### src/rtl/adsr_env_pkg.sv
// Shared definitions for the ADSR envelope generator: state encoding and
// full-scale helper.
package adsr_env_pkg;

  typedef enum logic [2:0] {
    IDLE    = 3'd0,
    ATTACK  = 3'd1,
    DECAY   = 3'd2,
    SUSTAIN = 3'd3,
    RELEASE = 3'd4
  } adsr_state_t;

  // Full-scale envelope value for a given bit width (2^width - 1).
  function automatic logic [31:0] env_max(input int unsigned width);
    logic [63:0] one;
    one = 64'd1;
    return 32'((one << width) - 64'd1);
  endfunction

endpackage

### src/rtl/edge_sync.sv
// Two-flop synchroniser plus rising-edge detector producing a one-cycle pulse.
// Resets to all-ones so a level that is already high never fires a pulse.
module edge_sync (
  input  logic clk,
  input  logic rst,
  input  logic din,
  output logic pulse
);

  logic sync1_q, sync2_q, prev_q;
  logic sync1_d, sync2_d, prev_d;

  always_comb begin
    sync1_d = din;
    sync2_d = sync1_q;
    prev_d  = sync2_q;
  end

  always_ff @(posedge clk) begin
    if (rst) begin
      sync1_q <= 1'b1;
      sync2_q <= 1'b1;
      prev_q  <= 1'b1;
    end else begin
      sync1_q <= sync1_d;
      sync2_q <= sync2_d;
      prev_q  <= prev_d;
    end
  end

  assign pulse = sync2_q & ~prev_q;

endmodule

### src/rtl/adsr_env.sv
// ADSR amplitude envelope stepped by the divided clk_adsr rate clock.
// Gate edges take priority over level steps in the same cycle.
module adsr_env
  import adsr_env_pkg::*;
#(
  parameter int unsigned WIDTH = 8
) (
  input  logic             clk,
  input  logic             rst,
  input  logic             clk_adsr,
  input  logic             gate,
  input  logic [WIDTH-1:0] attack_step,
  input  logic [WIDTH-1:0] decay_step,
  input  logic [WIDTH-1:0] sustain_lvl,
  input  logic [WIDTH-1:0] release_step,
  output logic [WIDTH-1:0] env,
  output logic [2:0]       state,
  output logic             active
);

  localparam logic [WIDTH-1:0] ENV_MAX = WIDTH'(env_max(WIDTH));

  logic tick;
  logic gate_q;
  logic rise, fall;

  adsr_state_t      state_q, state_d;
  logic [WIDTH-1:0] env_q, env_d;
  logic [WIDTH:0]   sum, diff;

  edge_sync u_edge_sync (
    .clk   (clk),
    .rst   (rst),
    .din   (clk_adsr),
    .pulse (tick)
  );

  assign rise = gate & ~gate_q;
  assign fall = ~gate & gate_q;

  always_comb begin
    state_d = state_q;
    env_d   = env_q;
    sum     = {1'b0, env_q} + {1'b0, attack_step};
    diff    = '0;
    if (rise) begin
      state_d = ATTACK;
    end else if (fall && (state_q == ATTACK || state_q == DECAY ||
                          state_q == SUSTAIN)) begin
      state_d = RELEASE;
    end else if (tick) begin
      unique case (state_q)
        IDLE: env_d = '0;
        ATTACK: begin
          if (sum >= {1'b0, ENV_MAX}) begin
            env_d   = ENV_MAX;
            state_d = DECAY;
          end else begin
            env_d = sum[WIDTH-1:0];
          end
        end
        DECAY: begin
          // Borrow or undershoot both clamp to sustain, which also covers
          // sustain_lvl being raised above env mid-decay.
          diff = {1'b0, env_q} - {1'b0, decay_step};
          if (diff[WIDTH] || diff[WIDTH-1:0] <= sustain_lvl) begin
            env_d   = sustain_lvl;
            state_d = SUSTAIN;
          end else begin
            env_d = diff[WIDTH-1:0];
          end
        end
        SUSTAIN: env_d = sustain_lvl;
        RELEASE: begin
          diff = {1'b0, env_q} - {1'b0, release_step};
          if (diff[WIDTH] || diff[WIDTH-1:0] == '0) begin
            env_d   = '0;
            state_d = IDLE;
          end else begin
            env_d = diff[WIDTH-1:0];
          end
        end
        default: begin
          env_d   = '0;
          state_d = IDLE;
        end
      endcase
    end
    // Unreachable codes recover regardless of tick or gate activity.
    if (!(state_q inside {IDLE, ATTACK, DECAY, SUSTAIN, RELEASE})) begin
      env_d   = '0;
      state_d = IDLE;
    end
  end

  always_ff @(posedge clk) begin
    if (rst) begin
      state_q <= IDLE;
      env_q   <= '0;
      gate_q  <= 1'b0;
    end else begin
      state_q <= state_d;
      env_q   <= env_d;
      gate_q  <= gate;
    end
  end

  assign env    = env_q;
  assign state  = state_q;
  assign active = (state_q != IDLE);

endmodule

### config.mk
export PLATFORM = sky130hd
export DESIGN_NAME = adsr_env
export DESIGN_NICKNAME = d
export VERILOG_FILES = /design/src/rtl/adsr_env_pkg.sv /design/src/rtl/edge_sync.sv /design/src/rtl/adsr_env.sv
export SDC_FILE = /design/constraint.sdc
export NUM_CORES = 1
export LEC_CHECK = 0
export ABC_AREA = 1
export CORE_ASPECT_RATIO = 0.5
export CORE_UTILIZATION = 49
export CTS_BUF_LIST = sky130_fd_sc_hd__clkbuf_8
export CTS_CLUSTER_SIZE = 16
export DETAILED_ROUTE_END_ITERATION = 6
export PLACE_DENSITY = 0.81
export SKIP_CTS_REPAIR_TIMING = 1
export SYNTH_ARGS = -nofsm -noshare
export SYNTH_HDL_FRONTEND = slang
export SYNTH_SLANG_ARGS = --single-unit
### constraint.sdc
create_clock -name clk -period 3.2 [get_ports clk]
set_input_delay 0.32 -clock clk [delete_from_list [all_inputs] [get_ports clk]]
set_output_delay 0.32 -clock clk [all_outputs]
set_load 0.02 [all_outputs]
==> results of run 1 <==
==> layout make-up <==
type,instances,area share (%)
Inverter,93,10.3
Clock buffer,3,1.22
Tap cell,66,2.44
Sequential cell,15,8.92
Timing Repair Buffer,69,18.9
Multi-Input combinational cell,314,58.1
Clock inverter,1,0.148
==> layer usage <==
metal / global-route usage, % / vias up / part of all wire, % / wire length, um
li1: - / 1493 / - / -
met1: 39.5 / 1256 / 47 / 3400
met2: 46.6 / 109 / 44 / 3190
met3: 2.67 / 9 / 7.4 / 535
met4: 3.76 / 0 / 0.95 / 68
met5: 0 / - / 0 / 0
==> critical path: stages (launching register included) <==
cell                       delay [ns]
sky130_fd_sc_hd__dfxtp_2         0.33
sky130_fd_sc_hd__inv_2           0.05
sky130_fd_sc_hd__ha_4            0.17
sky130_fd_sc_hd__fa_2            0.38
sky130_fd_sc_hd__nand3b_1        0.18
sky130_fd_sc_hd__nand2_1         0.09
sky130_fd_sc_hd__nand2_1         0.07
sky130_fd_sc_hd__nand2_1         0.07
sky130_fd_sc_hd__nand2_1         0.04
sky130_fd_sc_hd__nand2_1         0.07
sky130_fd_sc_hd__xnor2_1         0.11
sky130_fd_sc_hd__inv_1           0.10
sky130_fd_sc_hd__ha_4            0.28
sky130_fd_sc_hd__nand2_4         0.05
sky130_fd_sc_hd__nor2_4          0.08
sky130_fd_sc_hd__nand4_1         0.20
sky130_fd_sc_hd__nand3_4         0.20
sky130_fd_sc_hd__nor2_4          0.05
sky130_fd_sc_hd__a21oi_4         0.15
sky130_fd_sc_hd__nand3_2         0.11
sky130_fd_sc_hd__nand2_1         0.09
sky130_fd_sc_hd__nand3_1         0.07
sky130_fd_sc_hd__nand2_1         0.06
sky130_fd_sc_hd__inv_1           0.04
==> per-stage QoR <==
step | hold WS [ns] | util [%] | power [mW] | TNS, ns | setup WS, ns
after floorplan | 0.389 | - | 0.336 | 0 | 0.0202
after global placement | 0.428 | 68.6 | 0.430 | -2.44 | -0.282
after detailed placement | 0.421 | 68.6 | 0.432 | -2.93 | -0.329
after CTS | 0.444 | 69.6 | 0.593 | -0.264 | -0.0897
after global routing | 0.447 | 72.9 | 0.652 | -1.03 | -0.158
final | 0.439 | 72.9 | 0.613 | 0 | 0.0741
==> layout by cell type, fill, tap and decap left out, drive strengths merged <==
master,instances
dfxtp,15
or2,6
clkinv,2
clkbuf,3
inv,92
o21ai,14
nor2,21
fa,3
nand3b,3
o21a,2
nand4,14
xnor2,2
nor3,4
ha,32
nand2,137
dlymetal6s2s,1
nand3,38
o211ai,2
clkdlybuf4s50,46
a21boi,1
buf,22
a21oi,28
o21bai,3
xor2,4
==> worst max-delay path by stage <==
stage,endpoint,slack [ns]
detailed placement,state[0],-0.33
CTS,state[0],-0.09
global placement,state[0],-0.28
floorplan,env[4],0.02
global route,env[6],-0.16
finish,state[0],0.07
==> logic make-up after synthesis <==
logic type      Yosys count
buf+inv                  94
xor+xnor                  6
simple gates            222
flops                    15
fa+ha+maj                35
compound gates           50
==> sequential cells by signal, indices dropped and copies added (netlist names) <==
signal,flops
gate_q,1
u_edge_sync.sync1_q,1
env,8
u_edge_sync.prev_q,1
state,3
u_edge_sync.prev_d,1
==> power groups by stage <==
stage	logic [mW]	clock network, mW	registers [mW]
after floorplan	0.137	0	0.200
after global placement	0.232	0	0.198
after detailed placement	0.234	0	0.198
after CTS	0.236	0.164	0.194
after global routing	0.286	0.173	0.194
final	0.258	0.161	0.194
==> results.py, run 1 <==
metrics = {
    "outcome": {
        "run_status": "finished, final reports clean",
    },
    "synth": {
        "synth-seq-cells": 15,
        "simple_gate_share_of_the_synthesized_area_pct": 41.1,
        "netlist_area_um2": 2500,
        "syn_inst": 422,
        "synth_compound_area_share_pct": 12.3,
        "postSynth.asyncResetShare_pct": 0,
        "cell_types_with_the_highest_counts_after_synthesis": "sky130_fd_sc_hd__nand2_1 (127), sky130_fd_sc_hd__inv_1 (84), sky130_fd_sc_hd__ha_1 (32), sky130_fd_sc_hd__nand3_1 (32), sky130_fd_sc_hd__a21oi_1 (25)",
        "area_share_of_fa_ha_maj_cells_after_synthesis_pct": 18.4,
        "synth-warning-count": 0,
        "syn_area_per_cell_um2": 5.93,
        "synth_cell_types": 31,
        "dominantRegCellSynth": "sky130_fd_sc_hd__dfxtp_1",
        "synth_top_family_by_area": "simple AND/OR/NAND/NOR gates",
        "post_synth_main_area_contributors": "sky130_fd_sc_hd__nand2_1 (19%), sky130_fd_sc_hd__ha_1 (16%), sky130_fd_sc_hd__inv_1 (13%)",
        "yosysMostFrequentCell": "sky130_fd_sc_hd__nand2_1",
        "synthesis.nets": 493,
        "number_of_enable_flip_flop_cells_after_synthesis": 0,
        "synthXorXnorAreaFrac_pct": 2.10,
        "synth.area.mux_share_pct": 0,
        "yosysTopAreaCell": "sky130_fd_sc_hd__nand2_1",
        "synth_seq_area_share_pct": 12.0,
        "synthDominantCellAreaShare_pct": 19.1,
    },
    "clocking": {
        "clock_tree.buffer_depth": 2,
        "clk_pin_slew_worst_paths_ns": 0.07,
        "clk_latency_ns": 0.26,
        "number_of_clock_buffers_inserted_by_tritoncts": 3,
        "clock_tree.root_cell": "sky130_fd_sc_hd__clkbuf_8",
        "clock_tree.htree_level_count": 1,
        "tritoncts": "yes",
        "sinks_on_the_clock_net": 15,
    },
    "critical_path": {
        "crit_path_start": "env[0]",
        "worstSetupEndpointType": "register",
        "cp_data_arrival_time_ns": 3.29,
        "crit_path_max_fanout": 5,
        "r2r_end": "state[0]",
        "worst_r2r_path_depth": 23,
        "cp.required_ns": 3.36,
        "critPathKind": "register to register",
        "ff2ff_setup_slack_ns": 0.07,
        "worstReg2RegStart": "env[0]",
        "timing.critical_path.from_type": "register",
    },
    "detailed_routing": {
        "drtIter0Drc": 216,
        "vias": 2867,
        "detail_route.wirelength_um": 7190,
        "viasPerCell": 5.11,
        "remaining_drc_errors": 0,
        "detailedRoute.firstPassIterationCount": 5,
        "routed_wire_length_per_instance_um": 12.8,
        "postRouteAntennaNets": 0,
    },
    "job": {
        "max-cap-violations": 0,
    },
    "grt": {
        "grtUsageTotal_pct": 27.8,
        "globalRoute.totalOverflow": 0,
        "via_count_of_the_first_global_routing_pass": 2381,
        "initial_antenna_violation_count": 0,
        "wire_length_of_the_first_global_routing_pass_um": 11200,
        "maximum_number_of_pins_on_one_net_before_global_route_repair": 13,
    },
    "floorplanning": {
        "rows": 17,
        "coreArea_um2": 4640,
        "overall_die_area_um2": 5410,
        "design.portCount": 48,
        "starting_density_of_the_core_pct": 54.0,
        "dieHeight_um": 52.5,
        "dieWidth_um": 103,
    },
    "power_and_ir_drop": {
        "power.clock.fraction_pct": 26.3,
        "swShare_pct": 34.9,
        "cellInternalPower_mw": 0.399,
        "cellPowerDensity_nw_per_um2": 181,
        "leakagePower_nw": 1.85,
        "vdd.ir_drop.worst_mv": 0.190,
        "share_comb_of_total_power_pct": 42.0,
        "p_switching_mw": 0.214,
        "power.share.sequential_pct": 31.6,
    },
    "timing": {
        "timing.final.crit_share_pct": 97.7,
        "setup_repair_after_global_routing_missed_its_margin": "yes",
        "skew_ns": 0.00277,
        "layout_min_cycle_time_ns": 3.13,
        "final_hold_viols": 0,
        "tightestPinTransition_ns": 0.615,
        "total_setup_violations_reported_at_the_end_of_the_flow": 0,
        "max_clock_freq_mhz": 320,
        "slew-limit-headroom_pct": 58.7,
        "final-max-slew-violation-count": 0,
    },
    "final_layout": {
        "multi_input_gate_area_um2": 1960,
        "finalNetCount": 567,
        "final-seq-area_um2": 302,
        "post_layout_nonfiller_instances": 561,
        "n_fill_cell": 421,
        "summed_area_of_non_filler_cells_in_the_final_layout_um2": 3380,
        "antenna_diode_count": 0,
        "fraction_of_final_layout_cells_sized_beyond_drive_strength_1_pct": 17.0,
        "areaGrowthSynthToFinish_pct": 35.0,
    },
    "min_path": {
        "worstHoldPathCells": 1,
        "min_to": "u_edge_sync.prev_d",
        "type_of_the_worst_min_delay_path": "register to register",
        "timing.hold.worst.start": "u_edge_sync.sync1_q",
    },
    "placed_design": {
        "gp_congestion": 0.996,
        "place_area_um2": 3180,
        "hpwl_um": 5700,
        "place.port_buffers": 47,
        "placed_cells_incl_taps": 551,
    },
}
(Power assumes the default switching activity.)
==> run 2: changes to the inputs <==
GPL_TIMING_DRIVEN = 0   (was not set)
==> run 2 against run 1 <==
Effect of this change: the flow now finishes with violations (negative setup slack); clock skew barely moved; critical endpoint is now env[1]; combinational power down 6%; sequential power about the same; sequential cell count did not move; critical path type unchanged; die area stayed put; core utilization fell by 2.3 points; clock-buffer cell count did not move; via count decreased by 3.5%; routed wire length fell by 5.3%.
==> results.py, run 2 (synthesized netlist as in run 1, its figures left out) <==
metrics = {
    "grt": {
        "wire_length_of_the_first_global_routing_pass_um": 10300,
        "via_count_of_the_first_global_routing_pass": 2285,
        "grtUsageTotal_pct": 25.2,
        "globalRoute.totalOverflow": 0,
        "maximum_number_of_pins_on_one_net_before_global_route_repair": 11,
        "initial_antenna_violation_count": 0,
    },
    "final_layout": {
        "utilization_pct": 70.5,
        "largest_reg_flops": 8,
        "layout.cells.most_common": "sky130_fd_sc_hd__nand2_1",
        "antenna_diode_count": 0,
        "n_fill_cell": 412,
        "multi_input_gate_area_um2": 1930,
        "finalNetCount": 554,
        "layout_common_cells": "sky130_fd_sc_hd__nand2_1 (122), sky130_fd_sc_hd__inv_1 (82), sky130_fd_sc_hd__clkdlybuf4s50_1 (46)",
        "fraction_of_final_layout_cells_sized_beyond_drive_strength_1_pct": 15.4,
        "post_layout_nonfiller_instances": 548,
        "areaGrowthSynthToFinish_pct": 30.7,
        "final-seq-area_um2": 308,
    },
    "critical_path": {
        "critPathKind": "register to register",
        "worst_r2r_path_depth": 21,
        "cp_data_arrival_time_ns": 3.34,
        "ff2ff_setup_slack_ns": -0.01,
        "cp-endpoint": "env[1]",
        "path_cells": "inv_2 -> ha_4 -> fa_2 -> nand3b_1 -> nand2_2 -> nand2_2 -> nand2_1 -> nand2_1 -> nand2_1 -> xnor2_1 -> inv_1 -> ha_4 -> nand2_4 -> o21a_1 -> nand2_2 -> nand3_4 -> buf_6 -> o211ai_1 -> nand2_1 -> o21bai_1 -> a21oi_1",
        "r2r_end": "env[1]",
        "cp.required_ns": 3.33,
        "timing.critical_path.from_type": "register",
        "crit_path_start": "env[0]",
        "cell_with_the_biggest_individual_delay_on_the_critical_path": "sky130_fd_sc_hd__fa_2",
        "worstReg2RegStart": "env[0]",
        "worstSetupEndpointType": "register",
        "crit_path_max_fanout": 10,
        "cpMostUsedCell": "sky130_fd_sc_hd__nand2_1",
        "cpPeakStageDelay_ns": 0.38,
    },
    "detailed_routing": {
        "vias": 2768,
        "viasPerCell": 5.05,
        "remaining_drc_errors": 0,
        "detail_route.wirelength_um": 6810,
        "postRouteAntennaNets": 0,
        "drtIter0Drc": 174,
        "detailedRoute.firstPassIterationCount": 5,
        "routed_wire_length_per_instance_um": 12.4,
    },
    "placed_design": {
        "placed_cells_incl_taps": 535,
        "hpwl_um": 5230,
        "place.port_buffers": 47,
        "gp_congestion": 0.963,
    },
    "floorplanning": {
        "starting_density_of_the_core_pct": 54.0,
        "dieHeight_um": 52.5,
        "design.portCount": 48,
        "overall_die_area_um2": 5410,
        "rows": 17,
        "coreArea_um2": 4640,
        "dieWidth_um": 103,
    },
    "clocking": {
        "clock_tree.root_cell": "sky130_fd_sc_hd__clkbuf_8",
        "clock_tree.buffer_depth": 2,
        "number_of_clock_buffers_inserted_by_tritoncts": 3,
        "clock_tree.htree_level_count": 1,
        "tritoncts": "yes",
        "sinks_on_the_clock_net": 15,
        "clk_latency_ns": 0.25,
        "clk_pin_slew_worst_paths_ns": 0.06,
    },
    "timing": {
        "setup_repair_after_global_routing_missed_its_margin": "yes",
        "slew-limit-headroom_pct": 55.2,
        "timing.hold.ws_ns": 0.407,
        "timing.final.crit_share_pct": 100,
        "tns_ns": -0.00967,
        "final_hold_viols": 0,
        "max_clock_freq_mhz": 312,
        "total_setup_violations_reported_at_the_end_of_the_flow": 1,
        "layout_min_cycle_time_ns": 3.21,
        "skew_ns": 0.00242,
        "tightestPinTransition_ns": 0.666,
        "layout_setup_ws_ns": -0.00967,
        "final-max-slew-violation-count": 0,
    },
    "power_and_ir_drop": {
        "cellPowerDensity_nw_per_um2": 182,
        "leakagePower_nw": 1.79,
        "vdd.ir_drop.worst_mv": 0.256,
        "power.total_mw": 0.594,
    },
    "outcome": {
        "run_status": "finished, violations left",
        "violations": "negative setup slack",
    },
    "job": {
        "max-cap-violations": 0,
    },
    "min_path": {
        "type_of_the_worst_min_delay_path": "register to register",
    },
}
[run 2: cell types whose count changed in the layout (fill, tap and decap cells not counted), moves of 3 or more]
cell,change
sky130_fd_sc_hd__nand2_2,+3
sky130_fd_sc_hd__ha_1,+3
sky130_fd_sc_hd__o21ai_2,+3
sky130_fd_sc_hd__nand2_1,-3
sky130_fd_sc_hd__buf_4,-14
[run 2: layer usage]
metal	vias to the layer above	track usage [%]	share of wire, %
met2	93	39.2	41
li1	1459	-	-
met1	1203	36.7	49
met5	-	0	0
met4	0	2.58	1.6
met3	13	5.20	7.8
[run 2: stage by stage]
stage                     setup slack [ns]  instance area, um^2
after CTS                           -0.422                 3100
after global routing                -0.206                 3270
after floorplan                     0.0202                 2500
after global placement              -0.474                 3060
after detailed placement            -0.520                 3060
final                             -0.00967                 3270
[run 2: worst min path at each step]
stage / from / to / slack (ns) / depth (start not counted)
finish: u_edge_sync.sync1_q / u_edge_sync.prev_d / 0.41 / 1
CTS: u_edge_sync.sync1_q / u_edge_sync.prev_d / 0.41 / 1
global placement: u_edge_sync.sync1_q / u_edge_sync.prev_d / 0.39 / 1
floorplan: u_edge_sync.sync1_q / u_edge_sync.prev_d / 0.39 / 1
detailed placement: u_edge_sync.sync1_q / u_edge_sync.prev_d / 0.39 / 1
global route: u_edge_sync.sync1_q / u_edge_sync.prev_d / 0.43 / 1
[run 2: where the power goes]
group / total [mW] / switching (mW) / leakage (nW) / internal, mW
Clock: 0.158 / 0.0716 / 0.0255 / 0.0863
Sequential: 0.193 / 0.00366 / 0.124 / 0.189
Combinational: 0.243 / 0.130 / 1.64 / 0.114
Total: 0.594 / 0.205 / 1.79 / 0.389
[run 2: layout make-up]
class,count,share of cell area (%)
flip-flops and latches,15,9.41
well taps,66,2.52
plain buffers,1,0.344
clock buffers,3,1.26
inverters,93,10.7
multi-input cells,313,59.0
clock inverters,1,0.153
repair buffers,56,16.6
[run 2: worst max-delay path, delay by kind of cell (launching register included)]
family          cells  cell delay (ns)
simple gates       10             0.88
fa+ha+maj           3             0.83
compound gates      4             0.60
flops               1             0.35
buf+inv             3             0.31
xor+xnor            1             0.11
==> run 3: changes to the inputs <==
CORE_UTILIZATION = 50   (was 49)
GPL_TIMING_DRIVEN = not set   (was 0)
PLACE_DENSITY = 0.82   (was 0.81)
SYNTH_HIERARCHICAL = 1   (was not set)
==> run 3 against run 2 <==
Effect of this change: the flow still finishes with violations (negative setup slack); highest routed layer unchanged; critical path type unchanged; sequential power hardly changed; largest power group unchanged; first-iteration DRC count is 42% higher; cell count up 2.9%.
==> results.py, run 3 <==
metrics = {
    "outcome": {
        "run_status": "finished, violations left",
        "violations": "negative setup slack",
    },
    "placed_design": {
        "place.port_buffers": 47,
        "place_area_um2": 3220,
        "gp_congestion": 0.928,
        "hpwl_um": 5830,
    },
    "synth": {
        "yosysMostFrequentCell": "sky130_fd_sc_hd__nand2_1",
        "synthDominantCellAreaShare_pct": 18.4,
        "yosysTopAreaCell": "sky130_fd_sc_hd__nand2_1",
        "synth_compound_area_share_pct": 11.7,
        "area_share_of_fa_ha_maj_cells_after_synthesis_pct": 18.0,
        "post_synth_main_area_contributors": "sky130_fd_sc_hd__nand2_1 (18%), sky130_fd_sc_hd__ha_1 (16%), sky130_fd_sc_hd__inv_1 (12%)",
        "synthXorXnorAreaFrac_pct": 2.40,
        "simple_gate_share_of_the_synthesized_area_pct": 42.8,
        "synth_top_family_by_area": "simple AND/OR/NAND/NOR gates",
        "synth_cell_types": 36,
        "dominantRegCellSynth": "sky130_fd_sc_hd__dfxtp_1",
        "postSynth.asyncResetShare_pct": 0,
        "cell_types_with_the_highest_counts_after_synthesis": "sky130_fd_sc_hd__nand2_1 (125), sky130_fd_sc_hd__inv_1 (84), sky130_fd_sc_hd__ha_1 (32)",
        "synth-seq-cells": 15,
        "netlist_area_um2": 2550,
        "number_of_enable_flip_flop_cells_after_synthesis": 0,
        "syn_area_per_cell_um2": 6.03,
        "synth.area.mux_share_pct": 0,
        "syn_inst": 424,
        "synth-warning-count": 6,
        "synth_seq_area_share_pct": 11.8,
        "synthesis.nets": 495,
    },
    "power_and_ir_drop": {
        "power.clock.fraction_pct": 25.8,
        "power.total_mw": 0.603,
        "cellPowerDensity_nw_per_um2": 176,
        "cellInternalPower_mw": 0.396,
        "leakagePower_nw": 1.82,
        "share_comb_of_total_power_pct": 42.0,
        "power.share.sequential_pct": 32.2,
        "swShare_pct": 34.2,
        "vdd.ir_drop.worst_mv": 0.166,
        "p_switching_mw": 0.206,
    },
    "critical_path": {
        "worstSetupEndpointType": "register",
        "crit_path_max_fanout": 7,
        "worstReg2RegStart": "env[0]",
        "cp_data_arrival_time_ns": 3.36,
        "cp.required_ns": 3.33,
        "crit_path_start": "env[0]",
        "timing.critical_path.from_type": "register",
        "critPathKind": "register to register",
    },
    "floorplanning": {
        "overall_die_area_um2": 5420,
        "rows": 17,
        "coreArea_um2": 4640,
        "dieHeight_um": 52.5,
        "dieWidth_um": 103,
        "design.portCount": 48,
        "starting_density_of_the_core_pct": 55.1,
    },
    "clocking": {
        "clk_pin_slew_worst_paths_ns": 0.06,
        "clock_tree.buffer_depth": 2,
        "clk_latency_ns": 0.25,
        "number_of_clock_buffers_inserted_by_tritoncts": 3,
        "clock_tree.htree_level_count": 1,
        "tritoncts": "yes",
        "clock_tree.root_cell": "sky130_fd_sc_hd__clkbuf_8",
        "sinks_on_the_clock_net": 15,
    },
    "final_layout": {
        "largest_reg_flops": 8,
        "utilization_pct": 73.9,
        "finalNetCount": 570,
        "fraction_of_final_layout_cells_sized_beyond_drive_strength_1_pct": 15.5,
        "summed_area_of_non_filler_cells_in_the_final_layout_um2": 3430,
        "layout.cells.most_common": "sky130_fd_sc_hd__nand2_1",
        "antenna_diode_count": 0,
        "areaGrowthSynthToFinish_pct": 34.2,
        "multi_input_gate_area_um2": 2020,
        "n_fill_cell": 393,
        "final-seq-area_um2": 302,
        "layout_common_cells": "sky130_fd_sc_hd__nand2_1 (120), sky130_fd_sc_hd__inv_1 (83), sky130_fd_sc_hd__clkdlybuf4s50_1 (46)",
    },
    "timing": {
        "timing.final.crit_share_pct": 101,
        "setup_repair_after_global_routing_missed_its_margin": "yes",
        "tns_ns": -0.0376,
        "final_hold_viols": 0,
        "skew_ns": 0.00241,
        "layout_min_cycle_time_ns": 3.24,
        "max_clock_freq_mhz": 309,
        "tightestPinTransition_ns": 0.559,
        "total_setup_violations_reported_at_the_end_of_the_flow": 1,
        "layout_setup_ws_ns": -0.0376,
        "slew-limit-headroom_pct": 62.6,
        "final-max-slew-violation-count": 0,
    },
    "detailed_routing": {
        "remaining_drc_errors": 0,
        "postRouteAntennaNets": 0,
        "routed_wire_length_per_instance_um": 12.8,
        "detailedRoute.firstPassIterationCount": 5,
        "drtIter0Drc": 247,
        "viasPerCell": 5.16,
        "vias": 2908,
        "detail_route.wirelength_um": 7190,
    },
    "grt": {
        "initial_antenna_violation_count": 0,
        "maximum_number_of_pins_on_one_net_before_global_route_repair": 17,
        "globalRoute.totalOverflow": 0,
        "wire_length_of_the_first_global_routing_pass_um": 11200,
        "via_count_of_the_first_global_routing_pass": 2416,
        "grtUsageTotal_pct": 27.5,
    },
    "min_path": {
        "type_of_the_worst_min_delay_path": "register to register",
        "timing.hold.worst.start": "u_edge_sync/sync1_q",
    },
    "job": {
        "max-cap-violations": 0,
    },
}
[run 3: area by class of cell]
| type | instances | area share (%) |
|---|---|---|
| Sequential cell | 15 | 8.80 |
| Clock buffer | 3 | 1.20 |
| Timing Repair Buffer | 71 | 19.2 |
| Tap cell | 66 | 2.41 |
| Multi-Input combinational cell | 322 | 58.9 |
| Inverter | 86 | 9.42 |
| Clock inverter | 1 | 0.146 |
[run 3: metal layers]
layer  track usage, %  vias up  wire length, um
met5                0        -                0
met4             5.87        0               59
met3             2.00        6              510
met2             42.2      102             2980
met1             41.7     1288             3640
li1                 -     1512                -
[run 3: cells by family (layout without fill, tap and decap cells)]
logic type | Yosys count | count (layout)
AO/OA/AOI/OAI | 54 | 54
adder cells (fa/ha/maj) | 35 | 35
XOR/XNOR | 7 | 7
flip-flops | 15 | 15
buffers and inverters | 88 | 161
AND/OR/NAND/NOR | 225 | 226
[run 3: power groups by stage]
stage	Sequential [mW]	Combinational, mW	Clock, mW
floorplan	0.200	0.137	0
global placement	0.198	0.231	0
detailed placement	0.198	0.234	0
CTS	0.194	0.235	0.158
global route	0.194	0.279	0.169
finish	0.194	0.253	0.156
[run 3: final timing paths]
path | end | cells after the start | slack [ns]
worst max-delay path | env[3] | 21 | -0.04
worst min-delay path | u_edge_sync/prev_d | 2 | 0.41
worst max register to register | env[3] | 21 | -0.04
worst min register to register | u_edge_sync/prev_d | 2 | 0.41
[run 3: metrics by stage]
stage | worst slack, ns | hold slack (ns) | instances
CTS | -0.116 | 0.413 | 557
global route | -0.182 | 0.436 | 564
global placement | -0.276 | 0.382 | 553
detailed placement | -0.374 | 0.397 | 553
finish | -0.0376 | 0.406 | 564
floorplan | 0.0395 | 0.380 | 424
[run 3: worst max-delay path, cell delays in order (launching register included)]
cell and delay, ns:
sky130_fd_sc_hd__dfxtp_2 0.33, sky130_fd_sc_hd__inv_2 0.05, sky130_fd_sc_hd__ha_4 0.16, sky130_fd_sc_hd__fa_2 0.39
sky130_fd_sc_hd__nand3b_1 0.20, sky130_fd_sc_hd__nand2_2 0.09, sky130_fd_sc_hd__nand2_2 0.06, sky130_fd_sc_hd__nand2_1 0.05
sky130_fd_sc_hd__nand2_1 0.04, sky130_fd_sc_hd__nand2_1 0.06, sky130_fd_sc_hd__xor2_1 0.14, sky130_fd_sc_hd__inv_1 0.07
sky130_fd_sc_hd__ha_1 0.28, sky130_fd_sc_hd__nand2_2 0.06, sky130_fd_sc_hd__nor2_2 0.13, sky130_fd_sc_hd__nand4_1 0.23
sky130_fd_sc_hd__nand3_4 0.22, sky130_fd_sc_hd__a21oi_1 0.10, sky130_fd_sc_hd__o21ai_0 0.11, sky130_fd_sc_hd__nand2_1 0.08
sky130_fd_sc_hd__o21ai_0 0.14, sky130_fd_sc_hd__a21oi_1 0.09
